<file path="src/rtl/vec_packer.sv">
// Byte-stream to 255-bit vector packer: 32 little-endian byte beats form one vector,
// held with vec_valid until downstream takes it. Framing violations set a sticky err.
module vec_packer (
    input  logic         clk,
    input  logic         rst,
    input  logic         clear,
    input  logic [7:0]   din,
    input  logic         din_valid,
    input  logic         din_first,
    output logic         din_ready,
    output logic [254:0] vec,
    output logic         vec_valid,
    input  logic         vec_ready,
    output logic [4:0]   beat_cnt,
    output logic         err
);

    typedef enum logic [0:0] {
        ST_FILL = 1'b0,
        ST_HOLD = 1'b1
    } state_t;

    state_t         state_q,     state_d;
    logic           din_ready_q, din_ready_d;
    logic           vec_valid_q, vec_valid_d;
    logic [254:0]   vec_q,       vec_d;
    logic [4:0]     beat_cnt_q,  beat_cnt_d;
    logic           err_q,       err_d;

    logic           accept_s;
    logic [4:0]     slot_s;
    logic [254:0]   vec_pack_s;

    assign accept_s = din_valid & din_ready_q & (state_q == ST_FILL);

    // A first-marker, or any beat arriving with no frame open, lands in slot 0.
    assign slot_s = (din_first || (beat_cnt_q == 5'd0)) ? 5'd0 : beat_cnt_q;

    // Current vector with the incoming byte merged into its slot; slot 31 keeps only din[6:0].
    always_comb begin
        vec_pack_s = vec_q;
        for (int k = 0; k < 31; k++) begin
            vec_pack_s[8*k +: 8] = (slot_s == 5'(k)) ? din : vec_q[8*k +: 8];
        end
        vec_pack_s[254:248] = (slot_s == 5'd31) ? din[6:0] : vec_q[254:248];
    end

    // Next-state and next-output logic; clear overrides everything.
    always_comb begin
        state_d     = state_q;
        din_ready_d = din_ready_q;
        vec_valid_d = vec_valid_q;
        vec_d       = vec_q;
        beat_cnt_d  = beat_cnt_q;
        err_d       = err_q;

        if (clear) begin
            state_d     = ST_FILL;
            din_ready_d = 1'b1;
            vec_valid_d = 1'b0;
            vec_d       = 255'd0;
            beat_cnt_d  = 5'd0;
            err_d       = 1'b0;
        end else begin
            case (state_q)
                ST_FILL: begin
                    din_ready_d = 1'b1;
                    vec_valid_d = 1'b0;
                    if (accept_s) begin
                        vec_d = vec_pack_s;
                        if (din_first && (beat_cnt_q != 5'd0)) begin
                            beat_cnt_d = 5'd1;
                            err_d      = 1'b1;
                        end else if (!din_first && (beat_cnt_q == 5'd0)) begin
                            beat_cnt_d = 5'd1;
                            err_d      = 1'b1;
                        end else if (beat_cnt_q == 5'd31) begin
                            beat_cnt_d  = 5'd0;
                            state_d     = ST_HOLD;
                            din_ready_d = 1'b0;
                            vec_valid_d = 1'b1;
                        end else begin
                            beat_cnt_d = beat_cnt_q + 5'd1;
                        end
                    end else begin
                        vec_d = vec_q;
                    end
                end
                ST_HOLD: begin
                    if (vec_ready) begin
                        state_d     = ST_FILL;
                        din_ready_d = 1'b1;
                        vec_valid_d = 1'b0;
                    end else begin
                        din_ready_d = 1'b0;
                        vec_valid_d = 1'b1;
                    end
                end
                default: begin
                    state_d     = ST_FILL;
                    din_ready_d = 1'b0;
                    vec_valid_d = 1'b0;
                    beat_cnt_d  = 5'd0;
                end
            endcase
        end
    end

    // State and output registers.
    always_ff @(posedge clk or posedge rst) begin
        if (rst) begin
            state_q     <= ST_FILL;
            din_ready_q <= 1'b0;
            vec_valid_q <= 1'b0;
            vec_q       <= 255'd0;
            beat_cnt_q  <= 5'd0;
            err_q       <= 1'b0;
        end else begin
            state_q     <= state_d;
            din_ready_q <= din_ready_d;
            vec_valid_q <= vec_valid_d;
            vec_q       <= vec_d;
            beat_cnt_q  <= beat_cnt_d;
            err_q       <= err_d;
        end
    end

    assign din_ready = din_ready_q;
    assign vec_valid = vec_valid_q;
    assign vec       = vec_q;
    assign beat_cnt  = beat_cnt_q;
    assign err       = err_q;

endmodule
</file>
<file path="config.mk">
export PLATFORM = sky130hd
export DESIGN_NAME = vec_packer
export DESIGN_NICKNAME = d
export VERILOG_FILES = /design/src/rtl/vec_packer.sv
export SDC_FILE = /design/constraint.sdc
export NUM_CORES = 1
export LEC_CHECK = 0
export CAP_MARGIN = 20
export CORE_MARGIN = 2
export CORE_UTILIZATION = 40
export CTS_CLUSTER_SIZE = 28
export DETAILED_ROUTE_END_ITERATION = 12
export PLACE_DENSITY = 0.7
export SLEW_MARGIN = 20
export SYNTH_ARGS = -nofsm -noshare
export SYNTH_HDL_FRONTEND = slang
export SYNTH_SLANG_ARGS = --single-unit
</file>
<file path="constraint.sdc">
create_clock -name clk -period 8.6 [get_ports clk]
set_input_delay 1.72 -clock clk [delete_from_list [all_inputs] [get_ports clk]]
set_output_delay 1.72 -clock clk [all_outputs]
set_load 0.03 [all_outputs]
</file>
==> results of run 1 <==
-- power by group through the flow --
stage / clock network, uW / logic [uW] / registers (uW)
3_3_place_gp: 0 / 149 / 1270
2_1_floorplan: 0 / 87.3 / 1280
3_5_place_dp: 0 / 150 / 1270
5_1_grt: 1370 / 163 / 1250
6_report: 1290 / 148 / 1250
4_1_cts: 1320 / 150 / 1250
-- per-layer routing --
layer  part of all wire, %  vias up  wire length, microns  GRT usage, %
met5                     0        -                     0             0
met4                   1.8        0                   603          4.86
met3                   9.4       45                  3170          7.54
met2                    45      284                 15200          36.2
met1                    43     4156                 14500          31.2
li1                      -     3822                     -             -
-- placed cells by master (no fill, tap or decap), drive strengths merged, types with 5 or more instances in the layout --
master	instances
clkdlybuf4s50	275
dfrtp	263
nor2	153
mux2i	152
o21ai	100
nand3b	98
clkbuf	43
nand2	21
nand2b	18
nand4	16
buf	13
a21oi	9
nor4	7
nor2b	6
clkinv	6
nor3	6
inv	5
-- path summary, 6_finish.rpt --
path / end / slack [ns] / cells after the start
min: vec[135] / 0.51 / 2
max in group asynchronous: beat_cnt[3] / 5.75 / 4
max reg2reg: vec[60] / 5.89 / 4
max: beat_cnt[2] / 4.51 / 1
min in group asynchronous: vec[80] / 1.55 / 2
min reg2reg: vec[135] / 0.51 / 2
-- state kept, by name, summed over array words and instances, names as in the netlist --
name,flops
vec,255
beat_cnt,5
vec_valid,1
din_ready,1
err,1
-- stage by stage --
stage / hold WS [ns] / setup slack (ns) / instances / power [uW]
final: 0.506 / 4.51 / 1607 / 2690
after global routing: 0.529 / 4.43 / 1607 / 2780
after CTS: 0.513 / 4.51 / 1606 / 2720
after detailed placement: 0.497 / 4.10 / 1553 / 1420
after global placement: 0.491 / 4.18 / 1553 / 1420
after floorplan: 0.661 / 3.41 / 971 / 1370
-- cell type report --
class,count,share of cell area (%)
clock inverters,10,0.865
multi-input cells,619,27.8
well taps,378,3.11
flip-flops and latches,263,43.3
clock buffers,43,5.78
repair buffers,288,19.0
inverters,6,0.173
-- tightest hold or removal path, delay by kind of cell, from the launching register on --
family,cells,cell delay [ns]
AOI/OAI and AO/OA,1,0.06
and+or+nand+nor,1,0.07
DFF,1,0.34
-- cells by family after synthesis --
kind of cell    synth area share (%)
compound gates                  6.10
mux                             13.6
buf+inv                         3.21
fa+ha+maj                      0.336
xor+xnor                      0.0785
flops                           59.0
simple gates                    17.7
==> flow_results.xml, run 1 <==
<?xml version="1.0" encoding="UTF-8"?>
<metrics>
  <group name="run_status">
    <metric name="status" unit="">complete, no violations</metric>
  </group>
  <group name="final_layout">
    <metric name="seq_area" unit="sq um">6580</metric>
    <metric name="multi_input_comb_area" unit="sq um">4220</metric>
    <metric name="finalNetCount" unit="">1224</metric>
    <metric name="filler_cell_count" unit="">2394</metric>
    <metric name="postLayoutCoreUtil" unit="%">55.0</metric>
    <metric name="layout.cell_area.non_filler" unit="sq um">15200</metric>
    <metric name="area_growth_syn_to_layout" unit="%">36.1</metric>
    <metric name="post_route_cells_drive_above_1_share" unit="%">6.75</metric>
    <metric name="antenna-diode-count" unit="">0</metric>
  </group>
  <group name="routing">
    <metric name="post_drt_wl_per_cell" unit="microns">20.9</metric>
    <metric name="drt_drc_violations_left" unit="">0</metric>
    <metric name="drtPass1Iterations" unit="">7</metric>
    <metric name="drt_iter0_drc" unit="">709</metric>
    <metric name="avgViaCountPerCell" unit="">5.17</metric>
    <metric name="num_vias" unit="">8307</metric>
    <metric name="postRouteWirelength" unit="microns">33500</metric>
    <metric name="detail-route-antenna-nets" unit="">0</metric>
  </group>
  <group name="die">
    <metric name="core_area" unit="sq um">27600</metric>
    <metric name="floorplan.initialDensity" unit="%">40.4</metric>
    <metric name="height_of_the_chip" unit="microns">171</metric>
    <metric name="die-width" unit="microns">171</metric>
    <metric name="number_of_rows_in_the_core_area" unit="">61</metric>
    <metric name="die-area" unit="sq um">29300</metric>
    <metric name="io_pins" unit="">277</metric>
  </group>
  <group name="synth">
    <metric name="synth_edf_count" unit="">0</metric>
    <metric name="post-synth-top-area-cell" unit="">dfrtp_1</metric>
    <metric name="synthCells" unit="">971</metric>
    <metric name="yosys_most_used_dff" unit="">dfrtp_1</metric>
    <metric name="synth.ff_latch_count" unit="">263</metric>
    <metric name="synth.top_cells.by_area" unit="">dfrtp_1 59%, mux2i_1 14%, nand3b_1 6.5%</metric>
    <metric name="synth_async_sr_flop_share" unit="%">100</metric>
    <metric name="synth_top_cells_by_count" unit="">263 x dfrtp_1, 153 x nor2_1, 152 x mux2i_1</metric>
    <metric name="per_instance_average_area_after_synthesis" unit="sq um">11.5</metric>
    <metric name="synthDistinctLibCells" unit="">47</metric>
    <metric name="post-synth-top-area-fraction" unit="%">59.0</metric>
    <metric name="seq_area_frac_synth" unit="%">59.0</metric>
    <metric name="post_synth_net_total" unit="">988</metric>
    <metric name="yosys.cell_count.top_type" unit="">dfrtp_1</metric>
    <metric name="yosysWarnings" unit="">0</metric>
    <metric name="syn_area" unit="sq um">11200</metric>
  </group>
  <group name="placed_design">
    <metric name="portBuffers" unit="">276</metric>
    <metric name="postPlaceCellArea" unit="sq um">14200</metric>
    <metric name="finalWeightedCongestion" unit="">0.798</metric>
    <metric name="dpl.hpwl" unit="microns">21200</metric>
  </group>
  <group name="clocking">
    <metric name="cts_buffer_depth" unit="">3</metric>
    <metric name="cts_post_setup_buffers_inserted" unit="">0</metric>
    <metric name="worstSkewPairLatency" unit="ns">0.55</metric>
    <metric name="clkSlewWorstSetupHoldPaths" unit="ns">0.06</metric>
    <metric name="ctsResizeCount" unit="">0</metric>
    <metric name="cts.root.buffer_cell" unit="">clkbuf_16</metric>
    <metric name="post_cts_hold_buffer_count" unit="">0</metric>
    <metric name="tritoncts_clock_tree" unit="">done</metric>
    <metric name="clock_sinks" unit="">263</metric>
    <metric name="htreeDepth" unit="">1</metric>
    <metric name="cts-buffers-inserted" unit="">29</metric>
  </group>
  <group name="worst_setup_path">
    <metric name="critPathTopFamily" unit="">flip-flops</metric>
    <metric name="required" unit="ns">6.88</metric>
    <metric name="crit_fanout" unit="">20</metric>
    <metric name="cpMaxStageDelayCell" unit="">dfrtp_1</metric>
    <metric name="critical_path.reg2reg.startpoint" unit="">beat_cnt[2]</metric>
    <metric name="path_cells" unit="">clkdlybuf4s50_1</metric>
    <metric name="timing.critical_path.slowest_cell_delay" unit="ns">0.92</metric>
    <metric name="critical_path_class" unit="">flop to primary output</metric>
    <metric name="critical_path_start_type" unit="">flop</metric>
    <metric name="crit_arrival" unit="ns">2.37</metric>
    <metric name="critical_path_buf_inv_count" unit="">1</metric>
    <metric name="startpoint_of_the_worst_setup_timing_path" unit="">beat_cnt[2]</metric>
    <metric name="endpoint_kind_of_the_worst_setup_timing_path" unit="">primary output</metric>
  </group>
  <group name="pwr">
    <metric name="p_comb_share" unit="%">5.5</metric>
    <metric name="switching_power" unit="uW">616</metric>
    <metric name="sw_frac_of_total" unit="%">22.9</metric>
    <metric name="internal_power" unit="uW">2080</metric>
    <metric name="power.clock.fraction" unit="%">48.1</metric>
    <metric name="irDropWorstVdd" unit="uV">131</metric>
    <metric name="share_of_total_power_in_sequential_cells" unit="%">46.4</metric>
    <metric name="power.leakage" unit="uW">0.00658</metric>
    <metric name="powerDensity" unit="nW/um^2">177</metric>
  </group>
  <group name="min_path">
    <metric name="min-delay-path-class" unit="">flop to flop</metric>
    <metric name="hold_start" unit="">vec[135]</metric>
  </group>
  <group name="global_routing">
    <metric name="grt_pass1_vias" unit="">8554</metric>
    <metric name="antenna_found_initial" unit="">0</metric>
    <metric name="global_route_wire_length_before_repair" unit="microns">51800</metric>
    <metric name="grt_start_max_net_pins" unit="">138</metric>
    <metric name="grt_remaining_overflow" unit="">0</metric>
    <metric name="grt_use_total" unit="%">23.0</metric>
  </group>
  <group name="sta">
    <metric name="unrepaired_setup_endpoints_after_global_routing" unit="">no</metric>
    <metric name="timing_worst_slew_pin_value" unit="ns">1.04</metric>
    <metric name="timing.setup.tns" unit="ns">0</metric>
    <metric name="timing_max_transition_violations_final" unit="">0</metric>
    <metric name="achievable-frequency" unit="MHz">244</metric>
    <metric name="setup_viol_count_final" unit="">0</metric>
    <metric name="headroom_to_the_max_slew_limit" unit="%">30.3</metric>
    <metric name="post-route-min-period" unit="ns">4.09</metric>
    <metric name="worst_clock_skew" unit="ns">0.0152</metric>
    <metric name="fin_crit_sh" unit="%">47.6</metric>
    <metric name="finalHoldViolations" unit="">0</metric>
  </group>
  <group name="job">
    <metric name="max_cap_check_violation_count" unit="">0</metric>
  </group>
</metrics>
No activity file was read; power rests on OpenSTA's default activity.
==> run 2: changes to the inputs <==
clock period = 3.5 ns   (was 8.6 ns; I/O delays follow)
==> run 2 against run 1 <==
Final cell count is 2.1% higher. Sequential cell count unchanged. Combinational power rose to 2.6 times the previous value. Core utilization grew 1.2 points. Total power grew to 2.5 times the previous value. Critical path type unchanged. Die area unchanged. Critical path depth unchanged.
==> flow_results.xml, run 2 (same netlist as run 1, synthesis figures left out) <==
<?xml version="1.0" encoding="UTF-8"?>
<metrics>
  <group name="die">
    <metric name="die-area" unit="sq um">29300</metric>
    <metric name="io_pins" unit="">277</metric>
    <metric name="number_of_rows_in_the_core_area" unit="">61</metric>
    <metric name="floorplan.initialDensity" unit="%">40.4</metric>
    <metric name="core_area" unit="sq um">27600</metric>
    <metric name="die-width" unit="microns">171</metric>
    <metric name="height_of_the_chip" unit="microns">171</metric>
  </group>
  <group name="sta">
    <metric name="worst_hold_slack" unit="ns">0.501</metric>
    <metric name="unrepaired_setup_endpoints_after_global_routing" unit="">no</metric>
    <metric name="final_critical_path_setup_slack" unit="ns">0.476</metric>
    <metric name="finalHoldViolations" unit="">0</metric>
    <metric name="fin_crit_sh" unit="%">86.4</metric>
    <metric name="worst_clock_skew" unit="ns">0.0174</metric>
    <metric name="achievable-frequency" unit="MHz">331</metric>
    <metric name="timing_worst_slew_pin_value" unit="ns">0.799</metric>
    <metric name="post-route-min-period" unit="ns">3.02</metric>
    <metric name="timing_max_transition_violations_final" unit="">0</metric>
    <metric name="headroom_to_the_max_slew_limit" unit="%">46.7</metric>
    <metric name="setup_viol_count_final" unit="">0</metric>
  </group>
  <group name="routing">
    <metric name="drt_iter0_drc" unit="">788</metric>
    <metric name="detail-route-antenna-nets" unit="">0</metric>
    <metric name="post_drt_wl_per_cell" unit="microns">20.3</metric>
    <metric name="num_vias" unit="">8492</metric>
    <metric name="drtPass1Iterations" unit="">5</metric>
    <metric name="postRouteWirelength" unit="microns">33300</metric>
    <metric name="drt_drc_violations_left" unit="">0</metric>
    <metric name="avgViaCountPerCell" unit="">5.18</metric>
  </group>
  <group name="worst_setup_path">
    <metric name="path_cells" unit="">clkdlybuf4s50_1</metric>
    <metric name="crit_fanout" unit="">20</metric>
    <metric name="required" unit="ns">2.80</metric>
    <metric name="critical_path_start_type" unit="">flop</metric>
    <metric name="crit_arrival" unit="ns">2.32</metric>
    <metric name="endpoint_kind_of_the_worst_setup_timing_path" unit="">primary output</metric>
    <metric name="timing.critical_path.slowest_cell_delay" unit="ns">0.91</metric>
    <metric name="cpMaxStageDelayCell" unit="">clkdlybuf4s50_1</metric>
    <metric name="critical_path_class" unit="">flop to primary output</metric>
    <metric name="critical_path_buf_inv_count" unit="">1</metric>
    <metric name="critPathTopFamily" unit="">buffers and inverters</metric>
  </group>
  <group name="final_layout">
    <metric name="area_growth_syn_to_layout" unit="%">39.1</metric>
    <metric name="most-common-layout-cells" unit="">275 x clkdlybuf4s50_1, 263 x dfrtp_1, 153 x nor2_1, 152 x mux2i_1, 99 x o21ai_0</metric>
    <metric name="layout.cells.most_common" unit="">clkdlybuf4s50_1</metric>
    <metric name="largest_register_ffs" unit="">255</metric>
    <metric name="post_route_cells_drive_above_1_share" unit="%">9.20</metric>
    <metric name="postLayoutCoreUtil" unit="%">56.2</metric>
    <metric name="layout.cell_area.non_filler" unit="sq um">15500</metric>
    <metric name="finalNetCount" unit="">1257</metric>
    <metric name="filler_cell_count" unit="">2379</metric>
  </group>
  <group name="pwr">
    <metric name="powerDensity" unit="nW/um^2">435</metric>
    <metric name="irDropWorstVdd" unit="uV">330</metric>
    <metric name="power.leakage" unit="uW">0.00677</metric>
  </group>
  <group name="global_routing">
    <metric name="grt_remaining_overflow" unit="">0</metric>
    <metric name="grt_pass1_vias" unit="">8402</metric>
    <metric name="grt_use_total" unit="%">22.6</metric>
    <metric name="global_route_wire_length_before_repair" unit="microns">51100</metric>
    <metric name="antenna_found_initial" unit="">1</metric>
    <metric name="grt_start_max_net_pins" unit="">61</metric>
  </group>
  <group name="clocking">
    <metric name="clock_sinks" unit="">263</metric>
    <metric name="clkSlewWorstSetupHoldPaths" unit="ns">0.06</metric>
    <metric name="post_cts_hold_buffer_count" unit="">0</metric>
    <metric name="ctsResizeCount" unit="">0</metric>
    <metric name="worstSkewPairLatency" unit="ns">0.55</metric>
    <metric name="tritoncts_clock_tree" unit="">done</metric>
    <metric name="htreeDepth" unit="">1</metric>
    <metric name="cts_post_setup_buffers_inserted" unit="">0</metric>
    <metric name="cts-buffers-inserted" unit="">28</metric>
    <metric name="cts_buffer_depth" unit="">3</metric>
    <metric name="cts.root.buffer_cell" unit="">clkbuf_16</metric>
  </group>
  <group name="placed_design">
    <metric name="dpl.hpwl" unit="microns">22300</metric>
    <metric name="postPlaceCellArea" unit="sq um">14500</metric>
    <metric name="finalWeightedCongestion" unit="">0.823</metric>
    <metric name="place_ws" unit="ns">0.575</metric>
    <metric name="portBuffers" unit="">276</metric>
  </group>
  <group name="min_path">
    <metric name="min-delay-path-class" unit="">flop to flop</metric>
  </group>
  <group name="run_status">
    <metric name="status" unit="">complete, no violations</metric>
  </group>
  <group name="job">
    <metric name="max_cap_check_violation_count" unit="">0</metric>
  </group>
</metrics>
-- run 2: worst paths after layout --
kind	startpoint	end	slack (ns)	cells after the start
setup / recovery	beat_cnt[2]	beat_cnt[2]	0.48	1
hold reg to reg	err	err	0.50	2
max in group asynchronous	rst	vec[237]	2.09	4
hold / removal	err	err	0.50	2
min in group asynchronous	rst	vec[158]	0.57	2
setup reg to reg	beat_cnt[0]	vec[97]	0.97	6
-- run 2: routing by layer --
layer	global-route usage, %	part of all wire (%)	up-vias
li1	-	-	3892
met1	30.8	43	4257
met2	35.2	46	301
met3	7.43	9.0	42
met4	5.42	2.3	0
met5	0	0	-
-- run 2: layout make-up --
| cell class | instances | area (sq um) | share of cell area (%) |
|---|---|---|---|
| antenna | 1 | 2.50 | 0.0161 |
| clock buffer | 36 | 781 | 5.03 |
| clock inverter | 15 | 262 | 1.69 |
| inverter | 6 | 26.3 | 0.169 |
| multi-input combinational | 619 | 4220 | 27.2 |
| sequential | 263 | 6580 | 42.4 |
| tap | 378 | 473 | 3.05 |
| timing repair buffer | 322 | 3170 | 20.4 |
-- run 2: stage by stage --
stage | power (uW) | setup TNS [ns] | std cells
6_report | 6760 | 0 | 1640
5_1_grt | 6980 | 0 | 1640
3_3_place_gp | 3500 | 0 | 1588
3_5_place_dp | 3510 | 0 | 1588
2_1_floorplan | 3360 | -176.09 | 971
4_1_cts | 6820 | 0 | 1639
-- run 2: where the power goes --
part           total (uW)  switching (uW)  leakage [uW]  internal (uW)
Clock                3310            1230      0.000518           2080
Sequential           3070            14.5       0.00366           3050
Combinational         378             264       0.00259            114
==> run 3: changes to the inputs <==
clock period = 2.6 ns   (was 3.5 ns; I/O delays follow)
==> run 3 against run 2 <==
Register-to-register slack worse by 0.56 ns. Worst setup slack got worse by 0.35 ns. Via count up 0.35%. Sequential cell count stayed put. Hold slack lost 0.15 ns. Largest power group is now sequential cells. Sequential share of layout area is 0.27 points lower. Die area unchanged. Final area is 0.64% higher. First-iteration DRC count decreased by 13%. Clock skew increased by 0.0011 ns.
==> flow_results.xml, run 3 (same netlist as run 1, synthesis figures left out) <==
<?xml version="1.0" encoding="UTF-8"?>
<metrics>
  <group name="global_routing">
    <metric name="grt_remaining_overflow" unit="">0</metric>
    <metric name="gr-max-usage-layer" unit="">met2</metric>
    <metric name="grt_pass1_vias" unit="">8583</metric>
    <metric name="grt_start_max_net_pins" unit="">95</metric>
    <metric name="antenna_found_initial" unit="">0</metric>
    <metric name="globalRouteMet2Util" unit="%">35.4</metric>
    <metric name="global_route_wire_length_before_repair" unit="microns">51100</metric>
    <metric name="met3_usage" unit="%">7.54</metric>
    <metric name="grt_use_total" unit="%">22.5</metric>
    <metric name="gr-usage-met1" unit="%">30.4</metric>
  </group>
  <group name="routing">
    <metric name="post_drt_wl_per_cell" unit="microns">20.0</metric>
    <metric name="num_vias" unit="">8522</metric>
    <metric name="detail-route-antenna-nets" unit="">0</metric>
    <metric name="drt_iter0_drc" unit="">689</metric>
    <metric name="drt_drc_violations_left" unit="">0</metric>
    <metric name="postRouteWirelength" unit="microns">33100</metric>
    <metric name="drtPass1Iterations" unit="">5</metric>
    <metric name="avgViaCountPerCell" unit="">5.15</metric>
  </group>
  <group name="final_layout">
    <metric name="filler_cell_count" unit="">2392</metric>
    <metric name="post_route_cells_drive_above_1_share" unit="%">10.2</metric>
    <metric name="largest_register_ffs" unit="">255</metric>
    <metric name="layout.cell_area.non_filler" unit="sq um">15600</metric>
    <metric name="area_growth_syn_to_layout" unit="%">39.9</metric>
    <metric name="layout.cells.most_common" unit="">clkdlybuf4s50_1</metric>
    <metric name="antenna-diode-count" unit="">0</metric>
    <metric name="most-common-layout-cells" unit="">273 x clkdlybuf4s50_1, 263 x dfrtp_1, 153 x nor2_1, 152 x mux2i_1, 99 x o21ai_0</metric>
    <metric name="finalNetCount" unit="">1276</metric>
  </group>
  <group name="sta">
    <metric name="achievable-frequency" unit="MHz">405</metric>
    <metric name="headroom_to_the_max_slew_limit" unit="%">50.4</metric>
    <metric name="post-route-min-period" unit="ns">2.47</metric>
    <metric name="worst_clock_skew" unit="ns">0.0184</metric>
    <metric name="finalHoldViolations" unit="">0</metric>
    <metric name="unrepaired_setup_endpoints_after_global_routing" unit="">no</metric>
    <metric name="fin_crit_sh" unit="%">95.1</metric>
    <metric name="timing.setup.tns" unit="ns">0</metric>
    <metric name="timing_worst_slew_pin_value" unit="ns">0.745</metric>
    <metric name="setup_viol_count_final" unit="">0</metric>
    <metric name="timing_max_transition_violations_final" unit="">0</metric>
  </group>
  <group name="pwr">
    <metric name="irDropWorstVdd" unit="uV">388</metric>
    <metric name="power.leakage" unit="uW">0.00685</metric>
    <metric name="powerDensity" unit="nW/um^2">560</metric>
  </group>
  <group name="die">
    <metric name="floorplan.initialDensity" unit="%">40.4</metric>
    <metric name="die-width" unit="microns">171</metric>
    <metric name="number_of_rows_in_the_core_area" unit="">61</metric>
    <metric name="height_of_the_chip" unit="microns">171</metric>
    <metric name="core_area" unit="sq um">27600</metric>
    <metric name="die-area" unit="sq um">29300</metric>
    <metric name="io_pins" unit="">277</metric>
  </group>
  <group name="clocking">
    <metric name="cts_buffer_depth" unit="">3</metric>
    <metric name="post_cts_hold_buffer_count" unit="">0</metric>
    <metric name="cts-buffers-inserted" unit="">28</metric>
    <metric name="clkSlewWorstSetupHoldPaths" unit="ns">0.06</metric>
    <metric name="cts_post_setup_buffers_inserted" unit="">0</metric>
    <metric name="clock_sinks" unit="">263</metric>
    <metric name="htreeDepth" unit="">1</metric>
    <metric name="worstSkewPairLatency" unit="ns">0.55</metric>
    <metric name="tritoncts_clock_tree" unit="">done</metric>
    <metric name="cts.root.buffer_cell" unit="">clkbuf_16</metric>
  </group>
  <group name="worst_setup_path">
    <metric name="path_cells" unit="">clkdlybuf4s50_1</metric>
    <metric name="endpoint_kind_of_the_worst_setup_timing_path" unit="">primary output</metric>
    <metric name="critical_path.reg2reg.startpoint" unit="">beat_cnt[0]</metric>
    <metric name="critical_path_class" unit="">flop to primary output</metric>
    <metric name="worstRegToRegCells" unit="">6</metric>
    <metric name="crit_arrival" unit="ns">1.95</metric>
    <metric name="required" unit="ns">2.08</metric>
    <metric name="r2r-end" unit="">beat_cnt[3]</metric>
    <metric name="timing.critical_path.slowest_cell_delay" unit="ns">0.77</metric>
    <metric name="critical_path_start_type" unit="">flop</metric>
    <metric name="critPathTopFamily" unit="">buffers and inverters</metric>
    <metric name="critical_path_buf_inv_count" unit="">1</metric>
    <metric name="crit_fanout" unit="">10</metric>
    <metric name="startpoint_of_the_worst_setup_timing_path" unit="">beat_cnt[4]</metric>
    <metric name="critical_path_endpoint" unit="">beat_cnt[4]</metric>
    <metric name="setup.reg_to_reg.worst_slack" unit="ns">0.41</metric>
    <metric name="cp.depth" unit="">1</metric>
    <metric name="cpMaxStageDelayCell" unit="">clkdlybuf4s50_1</metric>
  </group>
  <group name="run_status">
    <metric name="status" unit="">complete, no violations</metric>
  </group>
  <group name="placed_design">
    <metric name="portBuffers" unit="">276</metric>
    <metric name="dpl.hpwl" unit="microns">22300</metric>
    <metric name="finalWeightedCongestion" unit="">0.792</metric>
    <metric name="postPlaceCellArea" unit="sq um">14700</metric>
  </group>
  <group name="job">
    <metric name="max_cap_check_violation_count" unit="">0</metric>
  </group>
  <group name="min_path">
    <metric name="min-delay-path-class" unit="">primary input to asynchronous set/reset pin</metric>
  </group>
</metrics>
==> run 3: timing repair <==
item                       CTS  global route
cloned                       0             0
setup endpoints to repair    1             1
gates resized for setup      1             1
==> run 3: layout make-up <==
cell class | instances | area, sq um | area share [%]
Timing Repair Buffer | 341 | 3380 | 21.6
Inverter | 6 | 26.3 | 0.168
Sequential cell | 263 | 6580 | 42.1
Clock inverter | 9 | 124 | 0.793
Multi-Input combinational cell | 619 | 4220 | 27.0
Tap cell | 378 | 473 | 3.03
Clock buffer | 39 | 813 | 5.21
==> run 3: where the power goes <==
group	internal (uW)	total (uW)	switching, uW
clock network	2460	4100	1630
registers	4110	4120	10.9
logic	160	523	363
==> run 3: how the worst min path moves through the flow <==
stage                  start  endpoint  slack [ns]  cells after the start
floorplan           vec[104]  vec[104]        0.66                      2
finish                   rst   vec[80]        0.35                      2
detailed placement       err       err        0.48                      2
global placement         err       err        0.49                      2
CTS                      rst   vec[81]        0.34                      2
global route             rst   vec[81]        0.35                      2
==> run 3: routing by layer <==
metal | vias to the layer above | routed length [microns]
met3 | 50 | 3180
met5 | - | 0
met1 | 4250 | 14400
li1 | 3917 | -
met4 | 0 | 667
met2 | 305 | 14900
==> run 3: per-stage QoR <==
| step | setup slack (ns) | cells | util (%) | total power (uW) | hold WS [ns] |
|---|---|---|---|---|---|
| detailed placement | 0.0504 | 1607 | 53.1 | 4730 | 0.481 |
| finish | 0.128 | 1655 | 56.5 | 8740 | 0.348 |
| global route | 0.0956 | 1655 | 56.5 | 9050 | 0.355 |
| CTS | 0.0199 | 1655 | 56.5 | 8830 | 0.344 |
| global placement | 0.107 | 1607 | 53.1 | 4720 | 0.486 |
| floorplan | -1.39 | 971 | - | 4520 | 0.661 |
